===== src/rtl/acc_mem_reader.sv =====
// acc_mem_reader: drains the accumulator memory in address order onto a
// valid/ready stream. Each word can optionally be zeroed after it is read.
// The top-level mux gives this block the memory port only while busy=1.
//
// state   | meaning
// --------+-------------------------------------------------------------
// IDLE    | waiting for start; done is cleared here, so it is a 1-cycle pulse
// CAPTURE | read data is valid; register it onto the stream and issue a clear
// PRESENT | hold the word until it is handshaken, then step to the next address
// DONE    | raise done, drop busy, then return to IDLE
module acc_mem_reader #(
  parameter int WORD_WIDTH = 32,
  parameter int MEM_SIZE   = 553,
  parameter int ADDR_WIDTH = 10
) (
  input  logic                  clk,
  input  logic                  rst_n,
  input  logic                  start,
  input  logic                  clear_en,
  input  logic                  abort,
  output logic [ADDR_WIDTH-1:0] acc_mem_addr_o,
  input  logic [WORD_WIDTH-1:0] acc_mem_data_i,
  output logic                  acc_mem_write_en,
  output logic [WORD_WIDTH-1:0] acc_mem_write_data_o,
  output logic [WORD_WIDTH-1:0] m_data_o,
  output logic [ADDR_WIDTH-1:0] m_index_o,
  output logic                  m_last_o,
  output logic                  m_valid_o,
  input  logic                  m_ready_i,
  output logic                  busy,
  output logic                  done
);

  typedef enum logic [1:0] {
    IDLE,
    CAPTURE,
    PRESENT,
    DONE
  } state_t;

  localparam logic [ADDR_WIDTH-1:0] LAST_IDX = ADDR_WIDTH'(MEM_SIZE - 1);

  state_t                state;
  logic [ADDR_WIDTH-1:0] idx;
  logic                  clr;

  // Drain sequencer: all outputs are registered here. A non-IDLE abort
  // overrides every other transition; the write strobe issued on the abort
  // edge has already been seen by the memory, so only later writes are
  // suppressed.
  always_ff @(posedge clk or negedge rst_n) begin
    if (!rst_n) begin
      state                <= IDLE;
      idx                  <= '0;
      clr                  <= 1'b0;
      acc_mem_addr_o       <= '0;
      acc_mem_write_en     <= 1'b0;
      acc_mem_write_data_o <= '0;
      m_data_o             <= '0;
      m_index_o            <= '0;
      m_last_o             <= 1'b0;
      m_valid_o            <= 1'b0;
      busy                 <= 1'b0;
      done                 <= 1'b0;
    end else if (abort && state != IDLE) begin
      m_valid_o        <= 1'b0;
      acc_mem_write_en <= 1'b0;
      busy             <= 1'b0;
      state            <= IDLE;
    end else begin
      case (state)
        IDLE: begin
          done <= 1'b0;
          if (start && !abort) begin
            acc_mem_addr_o <= '0;
            idx            <= '0;
            clr            <= clear_en;
            busy           <= 1'b1;
            state          <= CAPTURE;
          end
        end
        CAPTURE: begin
          m_data_o  <= acc_mem_data_i;
          m_index_o <= idx;
          m_last_o  <= (idx == LAST_IDX);
          m_valid_o <= 1'b1;
          // Address is left alone so the zero overwrites the word just read.
          if (clr) begin
            acc_mem_write_en     <= 1'b1;
            acc_mem_write_data_o <= '0;
          end
          state <= PRESENT;
        end
        PRESENT: begin
          acc_mem_write_en <= 1'b0;
          if (m_valid_o && m_ready_i) begin
            m_valid_o <= 1'b0;
            if (m_last_o) begin
              state <= DONE;
            end else begin
              idx            <= idx + ADDR_WIDTH'(1);
              acc_mem_addr_o <= idx + ADDR_WIDTH'(1);
              state          <= CAPTURE;
            end
          end
        end
        DONE: begin
          done     <= 1'b1;
          busy     <= 1'b0;
          m_last_o <= 1'b0;
          state    <= IDLE;
        end
        default: state <= IDLE;
      endcase
    end
  end

endmodule


===== config.mk =====
export PLATFORM = sky130hd
export DESIGN_NAME = acc_mem_reader
export DESIGN_NICKNAME = d
export VERILOG_FILES = /design/src/rtl/acc_mem_reader.sv
export SDC_FILE = /design/constraint.sdc
export NUM_CORES = 1
export LEC_CHECK = 0
export BUFFER_PORTS_ARGS = -buffer_cell sky130_fd_sc_hd__buf_4
export CAP_MARGIN = 15
export CORE_MARGIN = 4
export CORE_UTILIZATION = 48
export CTS_CLUSTER_DIAMETER = 120
export DETAILED_ROUTE_END_ITERATION = 6
export PLACE_DENSITY = 0.81
export RECOVER_POWER = 100
export SLEW_MARGIN = 20
export SYNTH_ARGS = -nofsm -noshare
export SYNTH_HDL_FRONTEND = slang
export SYNTH_SLANG_ARGS = --single-unit

===== constraint.sdc =====
create_clock -name clk -period 2 [get_ports clk]
set_input_delay 0.1 -clock clk [delete_from_list [all_inputs] [get_ports clk]]
set_output_delay 0.1 -clock clk [all_outputs]
set_load 0.05 [all_outputs]

== Word level (Yosys, flattened, before mapping) ==
Cells that the tools add are included.

* Add/sub/neg operators: 1
* $mul: 0
* Div/mod/pow operators: 0
* $lt $le $gt $ge: 0
* Equal/unequal tests: 10
* Shifts and indexed selects: 0
* Multiplexer cells: 20
* Bitwise gates (word level): 1
* Reduce and logical (&&, ||, !) cells: 20

{| class="wikitable"
|+ Operators by type and width
! cell !! number
|-
| two-way mux 10 bit || 3
|-
| one-hot mux 10 bit (2 select lines) || 1
|-
| AND reduction 2 bit || 7
|-
| adder 10 x 1 -> 10 bit, second input constant || 1
|-
| equality test 10 bit, second input constant || 1
|-
| one-hot mux 1 bit (2 select lines) || 5
|-
| != test 3 bit, second input constant || 3
|-
| two-way mux 2 bit || 4
|-
| one-hot mux 2 bit (4 select lines) || 1
|-
| nonzero test 2 bit || 4
|-
| two-way mux 1 bit || 6
|-
| != test 2 bit, second input constant || 3
|-
| nonzero test 3 bit || 2
|-
| AND reduction 5 bit || 1
|-
| equality test 2 bit, second input constant || 2
|-
| logical AND 1 bit || 3
|-
| AND reduction 3 bit || 1
|-
| equality test 2 x 1 -> 1 bit, second input constant || 1
|-
| zero test 2 bit || 1
|-
| zero test 1 bit || 1
|-
| NOT 1 bit || 1
|}

* Register bits after elaboration: 60
* Latch bits: 0
* Bits in writable memories: 0
* ROM bits: 0
* Output and inout bits: 89
* Memories kept: 0

== Longest topological paths before layout ==
* Depth in word-level cells: 5
* Gate-level depth with buffers: 7
* Mapped depth without buffers: 6

== Worst setup path before layout ==
OpenSTA, ideal clock, no wires.

* Kind: register -> register
* From: register state[0]
* To: register m_data_o[15]
* Arrival time: 1.561 ns
* Data required time: 1.875 ns
* Slack: 0.314 ns
* Stages on the path, launching flop included: 7
* Clock period less this slack: 1.686 ns
* Cell sequence: dfrtp_1 > inv_1 > ha_1 > nand2b_1 > nand2_2 > buf_2 > mux2_2

* Word-level cells in the longest chain between the ends: 4

{| class="wikitable"
|+ RTL lines
! item !! RTL line !! source
|-
| start: declaration || 43 || <nowiki>state_t state;</nowiki>
|-
| start signal: assignment || 53 || <nowiki>state <= IDLE;</nowiki>
|-
| start signal: assignment || 69 || <nowiki>state <= IDLE;</nowiki>
|-
| start signal: assignment || 79 || <nowiki>state <= CAPTURE;</nowiki>
|-
| nonzero test 2 bit || 65 || <nowiki>end else if (abort && state != IDLE) begin</nowiki>
|-
| logical AND 1 bit || 65 ||
|-
| NOT 1 bit (no source line) || n/a ||
|-
| AND reduction 2 bit (no source line) (*) || n/a ||
|-
| end signal: assignment || 83 || <nowiki>m_data_o <= acc_mem_data_i;</nowiki>
|-
| end: declaration || 25 || <nowiki>output logic [WORD_WIDTH-1:0] m_data_o,</nowiki>
|}

Mark *: on every way between the ends. The rest lies on a longest branch, timed or not.
A chain may end at the register's enable or synchronous reset.

== Worst setup path after layout ==
* From: register state[0]
* To: register idx[5]

* Word-level cells in the longest chain between the ends: 4

{| class="wikitable"
|+ RTL lines
! item !! RTL line !! source
|-
| parallel branches: the longest is 4 deep, another holds AND reduction 5 bit || n/a ||
|-
| end signal: assignment || 101 || <nowiki>idx <= idx + ADDR_WIDTH'(1);</nowiki>
|-
| end: declaration || 44 || <nowiki>logic [ADDR_WIDTH-1:0] idx;</nowiki>
|}

Parallel ways; which one is timed is not known.

==> impl_metrics.csv <==
group,metric,value,unit
worst_hold_path,whs_path_depth,2,
final_layout,finish.net_count,416,
drt,vias,2247,
sta,post-route-period-util,93.23,%
clock_tree,clockBufferDepth,2,
power,switching_share,50.19,%
final_layout,multi_input_area,1264,um^2
floorplan,fp.dieH,86.37,um
clock_tree,cts_root_buf,"clkbuf_8",
power,intPower,3.060,mW
run_status,outcome,"finished clean",
synth,seq_area_frac_synth,50.93,%
sta,finalSetupViolations,0,
synth,synth_edf_count,0,
drt,drtIter0Drc,86,
synth,yosysWarnings,0,
sta,timing.slew.headroom,2.115,%
synth,syn_area,2948,um^2
final_layout,drive_gt1_share,27.93,%
floorplan,dieArea,7459,um^2
floorplan,start_util,49.50,%
power,combPwrFrac,54.0,%
worst_setup_path,rrSetupSlack,0.14,ns
power,total_power,6.143,mW
final_layout,antennaDiodeCount,0,
worst_setup_path,worstSetupPathType,"register to register",
synth,synthDistinctLibCells,39,
global_routing,gr-total-overflow,0,
drt,routed_via_density,4.982,
worst_hold_path,hp-class,"input port to register",
sta,rsz0062_at_grt,"no",
sta,setup_tns,0,ns
global_routing,first_global_vias,2255,
clock_tree,htreeDepth,3,
worst_setup_path,critical_path_arrival,2.13,ns
sta,period_needed,1.865,ns
floorplan,fp-row-count,28,
global_routing,grt_max_degree,61,
worst_hold_path,min_to,"m_data_o[23]",
global_routing,grt_pass1_wl,10.90,mm
worst_setup_path,crit_fanout,10,
place,numPortBuffers,94,
worst_setup_path,reg2reg_from,"state[0]",
place,dp.cells,406,
place,gp_congestion,0.8526,
final_layout,instances_no_fill,451,
sta,finalHoldViolCount,0,
clock_tree,cts_made_buffers,9,
sta,worst_pin_slew,1.468,ns
final_layout,regArea,1501,um^2
synth,syn_area_per_cell,12.23,um^2
worst_setup_path,start_kind,"register",
clock_tree,cts_tree,"built",
flow_run,maxCapViolCount,0,
power,power_density,1589,nW/um^2
drt,drc_errors,0,
clock_tree,path_clk_slew,0.07,ns
final_layout,fillers,504,
power,seqPwrFrac,30.6,%
worst_setup_path,reg2reg_depth,7,
synth,yosys.area.top_type,"dfrtp_1",
power,vdd_drop_max,1.327,mV
sta,max_freq,536.3,MHz
drt,drt-total-wl,7.047,mm
drt,antenna_left,0,
worst_setup_path,worst_ep_required_time,2.27,ns
clock_tree,cts_sinks,60,
drt,drt-wirelength-per-cell,15.63,um
floorplan,coreArea,5956,um^2
worst_hold_path,worstHoldStart,"acc_mem_data_i[23]",
power,clkPwrFrac,15.4,%
synth,syn_inst,241,
global_routing,grt_use_total,18.68,%
worst_setup_path,cp-end-kind,"register",
synth,yosys-top-cells-area,"dfrtp_1 (51%), mux2_2 (16%), buf_4 (9.2%)",
power,leakage,1.816,nW
synth,synth-main-ff-cell,"dfrtp_1",
place,place_hpwl,4.778,mm
synth,netlist.area_leader.share,50.93,%
synth,async_flop_share,100.0,%
floorplan,io_pins,127,
clock_tree,clock_latency,0.33,ns
final_layout,area_delta_synth_final,31.11,%
global_routing,antenna_found_initial,0,
power,power_switching,3.084,mW
drt,firstDrtPassIters,4,
sta,slew_viol_final,0,
worst_setup_path,reg2reg_to,"idx[5]",
synth,yosysMostFrequentCell,"dfrtp_1",
synth,ys_ff_latch,60,
floorplan,die_width,86.37,um
sta,skew,0.01045,ns
synth,ys_top_cells_by_count,"dfrtp_1 (60), mux2_2 (43), buf_4 (36)",
-- per-stage QoR --
step / hold WS (ns) / cell area (um^2) / worst slack [ns] / util (%)
2_1_floorplan: -0.1956 / 3064 / 0.3139 / -
3_3_place_gp: 0.2177 / 3620 / 0.2648 / 60.78
3_5_place_dp: 0.2213 / 3620 / 0.07898 / 60.78
4_1_cts: 0.0003556 / 4079 / 0.05500 / 68.49
5_1_grt: 0.006664 / 3865 / 0.007445 / 64.90
6_report: 0.01269 / 3865 / 0.1354 / 64.90
-- power groups by stage --
stage	logic (mW)	clock network (mW)	registers, mW
after detailed placement	3.64	0	1.91
after global routing	3.52	1.02	1.93
after floorplan	1.34	0	3.23
after CTS	3.69	0.974	1.89
after global placement	3.58	0	1.87
final	3.32	0.946	1.88
-- critical path: stages (launching register included) --
cell and delay (ns):
dfrtp_1 0.43, inv_1 0.12, ha_1 0.22, buf_4 0.17, mux2_1 0.25, nand4_4 0.18, nor4_1 0.31, a21o_1 0.12
-- flip-flops by register name, summed over array words and instances, names as in the netlist --
register,cells
done,1
busy,1
m_data_o,32
m_valid_o,1
m_index_o,10
clr,1
acc_mem_write_en,1
state,2
idx,10
m_last_o,1
-- cells by family after synthesis --
| group | synth area share (%) |
|---|---|
| AO/OA/AOI/OAI | 7.641 |
| adder cells (fa/ha/maj) | 2.971 |
| buffers and inverters | 10.23 |
| flip-flops | 50.93 |
| multiplexers | 17.61 |
| other | 0.1272 |
| AND/OR/NAND/NOR | 10.48 |
-- worst max-delay path by stage --
| stage | startpoint | endpoint | slack, ns |
|---|---|---|---|
| after floorplan | state[0] | m_data_o[15] | 0.31 |
| after global placement | state[0] | idx[7] | 0.26 |
| after detailed placement | state[0] | idx[6] | 0.08 |
| after CTS | state[0] | idx[6] | 0.06 |
| after global routing | state[0] | idx[5] | 0.007 |
| final | state[0] | idx[5] | 0.14 |
-- layout by cell type (no fill, tap or decap), types with 3 or more instances in the layout --
master,synthesis,layout
clkbuf_1,1,58
nand4_1,3,3
dlygate4sd3_1,0,29
nor2_1,4,4
a22o_1,3,3
nand3_1,8,8
nor4_1,5,4
o21ai_0,8,8
a21oi_1,4,4
nand4b_1,3,3
o31ai_1,3,3
dfrtp_1,60,60
mux2_2,43,43
clkinv_2,0,4
ha_1,7,7
a21o_1,6,6
inv_1,6,6
clkbuf_8,0,10
nand2_1,13,14
buf_4,36,38
conb_1,1,32
-- layout make-up --
type                       count  area share, %
tap                           75          2.428
clock buffer                  11          3.658
clock inverter                 5         0.7122
inverter                       6         0.5827
multi-input combinational    168          32.70
sequential                    60          38.85
timing repair buffer         126          21.07
-- routing by layer --
metal	GRT usage, %	vias to the layer above	share of wire [%]
li1	-	1061	-
met1	22.94	1089	40
met2	31.43	85	51
met3	4.753	12	7.4
met4	7.507	0	1.7
met5	0	-	0
-- repair_timing --
item                                   4_1_cts  5_1_grt
buffers inserted                             0        0
endpoints found under the hold margin       88        0
resized for setup                            0        2
hold buffers                                29        0
setup endpoints to repair                    0        3
Note: power is estimated with default switching activity, not from simulation.
